<file path="src/rtl/jk_pkg.sv">
// Shared definitions for the JK excitation driver: state encoding and the
// J/K excitation rule, which benches may also call.
package jk_pkg;

   typedef logic [1:0] state_t;

   localparam state_t IDLE  = 2'd0;
   localparam state_t RUN   = 2'd1;
   localparam state_t FLUSH = 2'd2;
   localparam state_t DONE  = 2'd3;

   // Returns {J,K} moving a JK flop from q to tgt; don't-cares resolved to 0,
   // so toggle (J=K=1) never occurs.
   function automatic logic [1:0] jk_exc(input logic q, input logic tgt);
      return {~q & tgt, q & ~tgt};
   endfunction

endpackage

</file>
<file path="src/rtl/jk_exc_driver_if.sv">
// Control, status and flop-drive signals between a host and jk_exc_driver.
interface jk_exc_driver_if #(
   parameter int AW = 4,
   parameter int CW = 8
) ();
   logic          clr;
   logic          wr_en;
   logic          wr_data;
   logic          start;
   logic          q_fb;
   logic          J;
   logic          K;
   logic          busy;
   logic          done;
   logic          full;
   logic          err;
   logic [AW-1:0] err_idx;
   logic [CW-1:0] mismatch_cnt;

   modport master (
      output clr, wr_en, wr_data, start, q_fb,
      input  J, K, busy, done, full, err, err_idx, mismatch_cnt
   );

   modport slave (
      input  clr, wr_en, wr_data, start, q_fb,
      output J, K, busy, done, full, err, err_idx, mismatch_cnt
   );
endinterface

</file>
<file path="src/rtl/jk_seq_buf.sv">
// DEPTH x 1 target buffer: appended in order, read combinationally by pointer.
module jk_seq_buf #(
   parameter int DEPTH = 16,
   parameter int AW    = 4
) (
   input  logic          clk,
   input  logic          rst_n,
   input  logic          clr,
   input  logic          wr_en,
   input  logic          wr_data,
   input  logic [AW-1:0] rd_ptr,
   output logic          rd_data,
   output logic [AW:0]   count,
   output logic          full
);
   logic [DEPTH-1:0] mem_reg;
   logic [AW-1:0]    wr_ptr_reg;
   logic [AW:0]      count_reg;
   logic             wr_ok;

   assign full    = (count_reg == (AW+1)'(DEPTH));
   assign wr_ok   = wr_en & ~full & ~clr;
   assign count   = count_reg;
   assign rd_data = mem_reg[rd_ptr];

   // Contents are don't-care after reset, so the storage has no reset.
   always_ff @(posedge clk) begin
      if (wr_ok) begin
         mem_reg[wr_ptr_reg] <= wr_data;
      end
   end

   always_ff @(posedge clk or negedge rst_n) begin
      if (!rst_n) begin
         wr_ptr_reg <= '0;
         count_reg  <= '0;
      end else if (clr) begin
         wr_ptr_reg <= '0;
         count_reg  <= '0;
      end else if (wr_ok) begin
         wr_ptr_reg <= wr_ptr_reg + 1'b1;
         count_reg  <= count_reg + 1'b1;
      end
   end

endmodule

</file>
<file path="src/rtl/jk_exc_driver.sv">
// Plays back buffered target Q values into a JK flop via J/K excitation and
// checks each resulting Q two edges after its target was issued.
module jk_exc_driver
   import jk_pkg::*;
#(
   parameter int DEPTH = 16,
   parameter int AW    = 4,
   parameter int CW    = 8
) (
   input  logic            clk,
   input  logic            rst_n,
   jk_exc_driver_if.slave  bus
);
   state_t        state_reg, state_next;
   logic [AW-1:0] rd_ptr_reg;
   logic          exp_q_reg;
   logic [AW-1:0] exp_idx_reg;
   logic          exp_vld_reg;
   logic          err_reg;
   logic [AW-1:0] err_idx_reg;
   logic [CW-1:0] mm_cnt_reg;

   logic          tgt;
   logic [AW:0]   count;
   logic          full;
   logic          idle;
   logic          nonempty;
   logic          last_entry;
   logic          start_ok;
   logic          mismatch;

   assign idle = (state_reg == IDLE);

   jk_seq_buf #(.DEPTH(DEPTH), .AW(AW)) u_buf (
      .clk     (clk),
      .rst_n   (rst_n),
      .clr     (idle & bus.clr),
      .wr_en   (idle & bus.wr_en),
      .wr_data (bus.wr_data),
      .rd_ptr  (rd_ptr_reg),
      .rd_data (tgt),
      .count   (count),
      .full    (full)
   );

   // A write landing on the start edge is part of the playback.
   assign nonempty   = ~bus.clr & ((count != '0) | bus.wr_en);
   assign start_ok   = idle & bus.start;
   assign last_entry = ({1'b0, rd_ptr_reg} == (count - {{AW{1'b0}}, 1'b1}));
   assign mismatch   = exp_vld_reg & (state_reg == RUN || state_reg == FLUSH)
                       & (bus.q_fb != exp_q_reg);

   always_ff @(posedge clk or negedge rst_n) begin
      if (!rst_n) begin
         state_reg <= IDLE;
      end else begin
         state_reg <= state_next;
      end
   end

   always_comb begin
      state_next = state_reg;
      case (state_reg)
         IDLE:    if (bus.start) state_next = nonempty ? RUN : DONE;
         RUN:     if (last_entry) state_next = FLUSH;
         FLUSH:   state_next = DONE;
         DONE:    state_next = IDLE;
         default: state_next = IDLE;
      endcase
   end

   always_comb begin
      {bus.J, bus.K} = 2'b00;
      if (state_reg == RUN) begin
         {bus.J, bus.K} = jk_exc(bus.q_fb, tgt);
      end
      bus.busy = (state_reg == RUN) || (state_reg == FLUSH);
      bus.done = (state_reg == DONE);
   end

   always_ff @(posedge clk or negedge rst_n) begin
      if (!rst_n) begin
         rd_ptr_reg  <= '0;
         exp_q_reg   <= 1'b0;
         exp_idx_reg <= '0;
         exp_vld_reg <= 1'b0;
         err_reg     <= 1'b0;
         err_idx_reg <= '0;
         mm_cnt_reg  <= '0;
      end else begin
         if (start_ok) begin
            rd_ptr_reg  <= '0;
            exp_vld_reg <= 1'b0;
            err_reg     <= 1'b0;
            err_idx_reg <= '0;
            mm_cnt_reg  <= '0;
         end
         if (state_reg == RUN) begin
            exp_q_reg   <= tgt;
            exp_idx_reg <= rd_ptr_reg;
            exp_vld_reg <= 1'b1;
            rd_ptr_reg  <= rd_ptr_reg + 1'b1;
         end
         if (state_reg == FLUSH) begin
            exp_vld_reg <= 1'b0;
         end
         // Only the first failure records its index; the count keeps going.
         if (mismatch) begin
            if (mm_cnt_reg != '1) begin
               mm_cnt_reg <= mm_cnt_reg + 1'b1;
            end
            if (!err_reg) begin
               err_reg     <= 1'b1;
               err_idx_reg <= exp_idx_reg;
            end
         end
      end
   end

   assign bus.full         = full;
   assign bus.err          = err_reg;
   assign bus.err_idx      = err_idx_reg;
   assign bus.mismatch_cnt = mm_cnt_reg;

endmodule

</file>
<file path="src/flat_wrapper.sv">
// flat-port wrapper written by rule: the top's interface ports become plain ports
module jk_exc_driver_flat import jk_pkg::*;
#(
   parameter int DEPTH = 16,
   parameter int AW    = 4,
   parameter int CW    = 8
)
  (clk, rst_n, bus_clr, bus_wr_en, bus_wr_data, bus_start, bus_q_fb, bus_J, bus_K, bus_busy, bus_done, bus_full, bus_err, bus_err_idx, bus_mismatch_cnt);
  jk_exc_driver_if #(.AW(AW), .CW(CW)) bus_i ();
  input  logic clk;
  input  logic rst_n;
  input wire logic [$bits(bus_i.clr)-1:0] bus_clr;
  input wire logic [$bits(bus_i.wr_en)-1:0] bus_wr_en;
  input wire logic [$bits(bus_i.wr_data)-1:0] bus_wr_data;
  input wire logic [$bits(bus_i.start)-1:0] bus_start;
  input wire logic [$bits(bus_i.q_fb)-1:0] bus_q_fb;
  output wire logic [$bits(bus_i.J)-1:0] bus_J;
  output wire logic [$bits(bus_i.K)-1:0] bus_K;
  output wire logic [$bits(bus_i.busy)-1:0] bus_busy;
  output wire logic [$bits(bus_i.done)-1:0] bus_done;
  output wire logic [$bits(bus_i.full)-1:0] bus_full;
  output wire logic [$bits(bus_i.err)-1:0] bus_err;
  output wire logic [$bits(bus_i.err_idx)-1:0] bus_err_idx;
  output wire logic [$bits(bus_i.mismatch_cnt)-1:0] bus_mismatch_cnt;
  assign bus_i.clr = bus_clr;
  assign bus_i.wr_en = bus_wr_en;
  assign bus_i.wr_data = bus_wr_data;
  assign bus_i.start = bus_start;
  assign bus_i.q_fb = bus_q_fb;
  assign bus_J = bus_i.J;
  assign bus_K = bus_i.K;
  assign bus_busy = bus_i.busy;
  assign bus_done = bus_i.done;
  assign bus_full = bus_i.full;
  assign bus_err = bus_i.err;
  assign bus_err_idx = bus_i.err_idx;
  assign bus_mismatch_cnt = bus_i.mismatch_cnt;
  jk_exc_driver #(.DEPTH(DEPTH), .AW(AW), .CW(CW)) u_core (.clk(clk), .rst_n(rst_n), .bus(bus_i));
endmodule
</file>
<file path="config.mk">
export PLATFORM = sky130hd
export DESIGN_NAME = jk_exc_driver_flat
export DESIGN_NICKNAME = d
export VERILOG_FILES = /design/src/rtl/jk_pkg.sv /design/src/rtl/jk_exc_driver_if.sv /design/src/rtl/jk_seq_buf.sv /design/src/rtl/jk_exc_driver.sv /design/src/flat_wrapper.sv
export SDC_FILE = /design/constraint.sdc
export NUM_CORES = 1
export LEC_CHECK = 0
export CAP_MARGIN = 0
export CORE_UTILIZATION = 65
export DETAILED_ROUTE_END_ITERATION = 16
export DONT_BUFFER_PORTS = 1
export HOLD_SLACK_MARGIN = 0.1
export PLACE_DENSITY_LB_ADDON = 0.3
export SETUP_SLACK_MARGIN = 0.1
export SLEW_MARGIN = 20
export SYNTH_ARGS = -nofsm -noshare
export SYNTH_HDL_FRONTEND = slang
export SYNTH_HIERARCHICAL = 1
export SYNTH_SLANG_ARGS = --single-unit
</file>
<file path="constraint.sdc">
create_clock -name clk -period 5.5 [get_ports clk]
set_input_delay 1.65 -clock clk [delete_from_list [all_inputs] [get_ports clk]]
set_output_delay 1.65 -clock clk [all_outputs]
set_load 0.005 [all_outputs]
</file>
# Word level (Yosys, flattened, before mapping)
# Index checks and enable logic that the tools add are counted.
[totals]
inputBits = 7
output_inout_bits = 18
reg_bits = 50
wordCells = 81
[classes]
mux = 29
reduce_logical = 8
bitwise = 16
n_eq_ne = 9
magnitude_cmp = 3
addsub = 5
[ops]
columns = ["op", "count"]
rows = [
  ["$mux 4", 7],
  ["$mux 8", 3],
  ["$bwmux 16", 1],
  ["$and 1x1->1", 10],
  ["$lt 4x5->1 const B", 2],
  ["$mux 1", 10],
  ["$mux 5", 2],
  ["$add 4x1->4 const B", 2],
  ["$add 8x1->8 const B", 1],
  ["$ne 8x8->1 const B", 1],
  ["$pmux 2 s4", 1],
  ["$mux 2", 3],
  ["$add 5x1->5 const B", 1],
  ["$eq 4x5->1", 1],
  ["$eq 5x5->1 const B", 1],
  ["$not 1->1", 5],
  ["$reduce_bool 5->1", 1],
  ["$sub 5x1->5 const B", 1],
  ["$bmux 1 s4", 1],
  ["$demux 1 s4", 1],
  ["$eq 2x2->1 const B", 2],
  ["$ge 4x1->1 const B", 1],
  ["$reduce_bool 2->1", 2],
  ["$reduce_bool 3->1", 1],
  ["9 further kinds", 9],
]

# Logic depth before layout (Yosys ltp)
# Gate-level depths: netlist (run 1).
[depth]
depth_word = 6
depth_mapped = 8
ltp_nobuf = 7

# Modules after synthesis
# The synthesis (run 1) kept the hierarchy.
[modules_own_cells]
columns = ["module", "instances", "area_each_um2", "seq_area_each_um2", "cells_each"]
rows = [
  ["jk_exc_driver", 1, 1440.1, 625.6, 147],
  ["jk_seq_buf", 1, 1253.7, 705.7, 104],
]

# Worst setup path after synthesis (run 1)
# No wires, ideal clock.
[synth_timing]
kind = "input to output"
start = "input port bus_q_fb"
end = "output port bus_J"
path_buffers = 0
stages = 1
required_ns = 3.850
setup_slack_ns = 2.001
arrival_ns = 1.849
path_cell_list = "and3b_1"
[synth_between]
elab_chain_cells = 3
[synth_rtl]
columns = ["element", "line", "source"]
rows = [
  ["start, declared", "flat_wrapper.sv:16", "input wire logic [$bits(bus_i.q_fb)-1:0] bus_q_fb;"],
  ["$not 1->1", "jk_pkg.sv:15", "return {~q & tgt, q & ~tgt};"],
  ["$and 1x1->1", "jk_pkg.sv:15", ""],
  ["$mux 1", "jk_exc_driver.sv:74", "if (state_reg == RUN) begin"],
  ["end, declared", "flat_wrapper.sv:17", "output wire logic [$bits(bus_i.J)-1:0] bus_J;"],
]
# Every way passes these cells.

# Worst setup path in the final report (run 1)
[layout_timing]
start = "register u_core.rd_ptr_reg[0]"
end = "output port bus_J"
[layout_between]
elab_chain_cells = 4
[layout_rtl]
columns = ["element", "line", "source"]
rows = [
  ["start, declared", "jk_exc_driver.sv:15", "logic [AW-1:0] rd_ptr_reg;"],
  ["start signal, assigned", "jk_exc_driver.sv:102", "rd_ptr_reg <= rd_ptr_reg + 1'b1;"],
  ["$bmux 1 s4", "jk_seq_buf.sv:24", "assign rd_data = mem_reg[rd_ptr];"],
  ["$mux 1 (not written as such)", "jk_seq_buf.sv:24", ""],
  ["named net u_core.tgt", "jk_exc_driver.sv:23", "logic tgt;"],
  ["$and 1x1->1", "jk_pkg.sv:15", ""],
  ["$mux 1", "jk_exc_driver.sv:74", ""],
]
# The timed path passes the listed nets, and every way through them passes these cells. The select of a mux whose other input is x is not followed.

==> results.cfg, run 1 <==
[drt]
drc = 0
routed-wl-met3_um = 203
wl_met1_um = 2100
drt-total-wl_um = 4630
vias_per_cell = 5.93
drt-pass1-iter-count = 4
dr.max_layer_used = met4
routedWlPerCell_um = 15.5
drtAntennaViolNets = 0
drt_iter0_markers = 127
vias = 1766
wl_met2_um = 2260

[sta]
finalSetupTns_ps = 0
finalCritPeriodShare_pct = 66.3
whs_ps = 496
hold_violations = 0
setup_viol_count_final = 0
rsz0062_at_grt = false
layout_min_cycle_time_ps = 3650
fin_skew_ps = 7.11
worst_pin_slew_ps = 555
slew_headroom_pct = 63.0
max_freq_mhz = 274
slew_violations = 0

[worst_setup_path]
end_kind = output pin
path_class = flip-flop to output pin
critPathArrivalTime_ps = 2000
cp-startpoint = u_core/rd_ptr_reg[0]
r2r-start = u_core/state_reg[1]
cp-start-kind = flip-flop
cp_max_fo = 10
crit_required_ps = 3850

[grt]
grt_pass1_vias = 1719
antenna_found_initial = 0
grt_pass1_wl_um = 7810
overflow = 0
track_usage_pct = 23.8
grt_max_degree = 35

[synthesis]
syn_nets = 272
synthTopCellsByArea = dfrtp_1 32%, edfxtp_1 18%, ha_1 6.5%
ys_seq_area_share_pct = 49.4
post-synth-top-area-cell = dfrtp_1
synthFlopType = dfrtp_1
synthesis.area_um2 = 2690
synth_seq_cells = 50
synth-edff-count = 16
synth-async-reset-ratio_pct = 68.0
syn_inst = 251
syn_avg_cell_area_um2 = 10.7
ys_warn_count = 6
yosysUniqueCellTypes = 48
synth_top_area_share_pct = 31.6

[final_layout]
diodes = 0
drive_above_1_share_pct = 10.1
syn2layout_area_growth_pct = 3.07
fin_nets = 268
largest_register_ffs = 16
fillers = 293

[clocking]
postCtsSetupBuffers = 0
cts-buffers-inserted = 5
cts_max_level = 2
clkTransAtPathRegs_ps = 80
ctsRootBufferMaster = clkbuf_8
cts-resized-gates = 0
clk_latency_ps = 300
hold_buffers = 0
cts_tree = built
clockBufferDepth = 2
cts.sinks = 50

[pwr]
powerDensity_nw_per_um2 = 244
irDropWorstVdd_uv = 163
leakage_uw = 0.00113

[min_path]
min_from = u_core/exp_idx_reg[0]
worstHoldPathType = flip-flop to flip-flop

[die]
coreArea_um2 = 4000
row_count = 23
die_w_um = 66.4
dieArea_um2 = 4410
die_h_um = 66.4
boundaryPins = 25
floorplan.initialDensity_pct = 67.3

[placed_design]
port-buffer-count = 0
dp_hpwl_um = 3230
place.gp.congestion = 0.732

[job]
maxCapViolations = 0

[outcome]
status = completed
per-layer routing:
layer	up-vias	global-route usage [%]
met4	0	8.24
li1	879	-
met5	-	0
met3	6	6.38
met1	842	30.9
met2	39	38.3
through the flow:
| stage | instance area, um2 | power, uW | utilization (%) | cells | setup WS [ps] |
|---|---|---|---|---|---|
| finish | 2780 | 677 | 69.4 | 298 | 1850 |
| global route | 2780 | 709 | 69.4 | 298 | 1710 |
| CTS | 2780 | 682 | 69.4 | 298 | 1840 |
| detailed placement | 2690 | 468 | 67.2 | 290 | 1980 |
| global placement | 2690 | 464 | 67.2 | 290 | 2000 |
| floorplan | 2690 | 456 | - | 251 | 2000 |
cell families (layout without fill, tap and decap cells):
family / Yosys count / in the layout / share of synthesized area (%)
simple gates: 83 / 83 / 16.4
fa+ha+maj: 14 / 14 / 6.50
flops: 50 / 50 / 49.4
buf+inv: 30 / 27 / 5.25
xor+xnor: 10 / 10 / 3.53
compound gates: 49 / 49 / 11.2
mux: 15 / 15 / 7.66
final cells by class:
cell class,instances,area (um2),share of cell area (%)
clock buffers,8,90.1,3.24
inverters,19,71.3,2.57
multi-input cells,171,1220,44.0
flip-flops and latches,50,1330,47.9
well taps,50,62.6,2.25
path summary, 6_finish.rpt:
check	depth (start not counted)	slack (ps)	to
min in group asynchronous	0	1030	u_core/bus.mismatch_cnt[0]
max in group asynchronous	0	4380	u_core/state_reg[0]
worst min register to register	2	500	u_core/bus.err_idx[0]
worst max-delay path	4	1850	bus_J
worst max register to register	6	2980	u_core/u_buf/mem_reg[0]
worst min-delay path	2	500	u_core/bus.err_idx[0]
synthesized netlist by cell type (6+ instances only):
library cell / n
nor2_1: 9
mux2i_1: 6
a21oi_1: 10
edfxtp_1: 16
inv_1: 18
nand3_1: 12
nor3_1: 17
o21ai_0: 21
nand2_1: 21
xnor2_1: 6
ha_1: 14
dfrtp_1: 34
layout by cell type, fill, tap and decap left out, types with 4 or more instances in the layout:
| cell type | n |
|---|---|
| mux4_2 | 4 |
| dfrtp_1 | 34 |
| o21ai_1 | 4 |
| nand3_1 | 12 |
| mux2i_1 | 6 |
| nand2_1 | 21 |
| xnor2_1 | 6 |
| mux2_2 | 5 |
| o31ai_1 | 4 |
| or4_1 | 4 |
| clkbuf_8 | 6 |
| nor3_1 | 17 |
| nor2_1 | 9 |
| ha_1 | 14 |
| edfxtp_1 | 16 |
| a21oi_1 | 10 |
| o21ai_0 | 21 |
| inv_1 | 18 |
where the power goes:
group	leakage (uW)	internal [uW]	total [uW]	switching [uW]
Sequential	0.000557	404	426	22.5
Clock	0.0000455	103	218	115
Combinational	0.000531	14.8	33.1	18.3
Total	0.00113	521	677	156
critical path, cell delays in order (launching register included):
cell and delay, ps:
dfrtp_1 600, mux4_2 550, mux2i_1 170, mux2i_1 160, and3b_1 220
Note: power is estimated with default switching activity, not from simulation.
==> run 2, diff against run 1 <==
--- a/config.mk
+++ b/config.mk
@@ -6,7 +6,7 @@
 export NUM_CORES = 1
 export LEC_CHECK = 0
 export CAP_MARGIN = 0
-export CORE_UTILIZATION = 65
+export CORE_UTILIZATION = 63
 export DETAILED_ROUTE_END_ITERATION = 16
 export DONT_BUFFER_PORTS = 1
 export HOLD_SLACK_MARGIN = 0.1
==> constraint.sdc (replaced) <==
create_clock -name clk -period 3.61 [get_ports clk]
set_input_delay 1.083 -clock clk [delete_from_list [all_inputs] [get_ports clk]]
set_output_delay 1.083 -clock clk [all_outputs]
set_load 0.005 [all_outputs]
==> results.cfg, run 2 (same netlist as run 1, synthesis figures left out) <==
[pwr]
irDropWorstVdd_uv = 262
leakage_uw = 0.00114
clkPwrFrac_pct = 35.8
p_comb_share_pct = 4.6
swShare_pct = 22.4
powerDensity_nw_per_um2 = 388
p_seq_share_pct = 59.7
cellInternalPower_uw = 844
power_switching_uw = 243

[sta]
max_freq_mhz = 325
finalSetupTns_ps = 0
worst_pin_slew_ps = 526
layout_min_cycle_time_ps = 3080
setup_viol_count_final = 0
hold_violations = 0
finalCritPeriodShare_pct = 85.2
fin_skew_ps = 5.89
rsz0062_at_grt = false
slew_headroom_pct = 64.8
slew_violations = 0

[die]
floorplan.initialDensity_pct = 66.4
row_count = 23
boundaryPins = 25
coreArea_um2 = 4060
dieArea_um2 = 4540
die_h_um = 67.4
die_w_um = 67.4

[clocking]
hold_buffers = 0
ctsRootBufferMaster = clkbuf_8
cts_tree = built
clk_latency_ps = 300
cts-buffers-inserted = 5
postCtsSetupBuffers = 0
clkTransAtPathRegs_ps = 90
cts_max_level = 2
clockBufferDepth = 2
cts-resized-gates = 0
cts.sinks = 50

[final_layout]
register_area_um2 = 1330
diodes = 0
fillers = 282
largest_register_ffs = 16
syn2layout_area_growth_pct = 4.09
final_cells = 299
final_common_cell = dfrtp_1
layout_common_cells = 34 x dfrtp_1, 21 x nand2_1, 21 x o21ai_0
fin_nets = 269
drive_above_1_share_pct = 10.8
multi_input_area_um2 = 1220

[worst_setup_path]
critPathSlowestCell = dfrtp_1
path_class = flip-flop to output pin
cp_max_fo = 10
r2r-start = u_core/state_reg[1]
end_kind = output pin
crit_top_cell = mux2i_1
cp-start-kind = flip-flop
cp-startpoint = u_core/rd_ptr_reg[0]
critPathArrivalTime_ps = 1990
crit_chain = mux4_2 > mux2i_1 > mux2i_1 > and3b_1
crit_required_ps = 2530
slowest_delay_ps = 610

[drt]
drt_iter0_markers = 104
drc = 0
routed-wl-met3_um = 173
dr.max_layer_used = met4
vias_per_cell = 5.95
drtAntennaViolNets = 0
vias = 1780
wl_met2_um = 2220
wl_met1_um = 2160
routedWlPerCell_um = 15.4
drt-pass1-iter-count = 4
drt-total-wl_um = 4610

[grt]
antenna_found_initial = 0
grt_max_degree = 35
overflow = 0
track_usage_pct = 22.8
grt_pass1_vias = 1596
grt_pass1_wl_um = 7440

[placed_design]
place.gp.congestion = 0.742
dp_cells = 291
dp_hpwl_um = 3300
port-buffer-count = 0

[outcome]
status = completed

[min_path]
worstHoldPathType = primary input to asynchronous set/reset pin

[job]
maxCapViolations = 0
==> run 2: power groups by stage <==
stage	Clock [uW]	Sequential [uW]	Combinational, uW
floorplan	0	653	42.0
global placement	0	658	46.9
detailed placement	0	662	49.4
CTS	391	650	49.7
global route	413	658	61.3
finish	389	649	49.7
==> run 2: per-stage QoR <==
step | instance area, um2 | hold slack, ps | power (uW) | util [%] | setup WS (ps)
4_1_cts | 2800 | 459 | 1090 | 69.1 | 507
3_3_place_gp | 2690 | 462 | 705 | 66.4 | 899
5_1_grt | 2800 | 440 | 1130 | 69.1 | 373
2_1_floorplan | 2690 | 446 | 695 | - | 1060
6_report | 2800 | 460 | 1090 | 69.1 | 533
3_5_place_dp | 2690 | 472 | 711 | 66.4 | 822
==> run 2: layer usage <==
layer	global-route usage, %	vias up
li1	-	886
met1	30.3	853
met2	36.5	36
met3	5.91	5
met4	7.18	0
met5	0	-
==> run 2: worst paths after layout <==
path                       slack, ps  cells past startpoint                         end
max reg2reg                     1030                      6     u_core/u_buf/mem_reg[0]
min in group clk                 490                      2       u_core/bus.err_idx[3]
max in group asynchronous       3070                      0         u_core/state_reg[1]
max                              530                      4                       bus_J
min reg2reg                      490                      2       u_core/bus.err_idx[3]
min                              460                      0  u_core/u_buf/wr_ptr_reg[3]
==> run 2: layout make-up <==
type                            count  share of cell area [%]
Sequential cell                    50                    47.5
Timing Repair Buffer                1                   0.268
Clock inverter                      2                    1.34
Inverter                           19                    2.54
Multi-Input combinational cell    171                    43.6
Tap cell                           50                    2.23
Clock buffer                        6                    2.59
==> run 2: worst max-delay path: cells and delay by family, from the launching register on <==
kind,cells,cell delay (ps)
mux,3,860
flops,1,610
simple gates,1,210
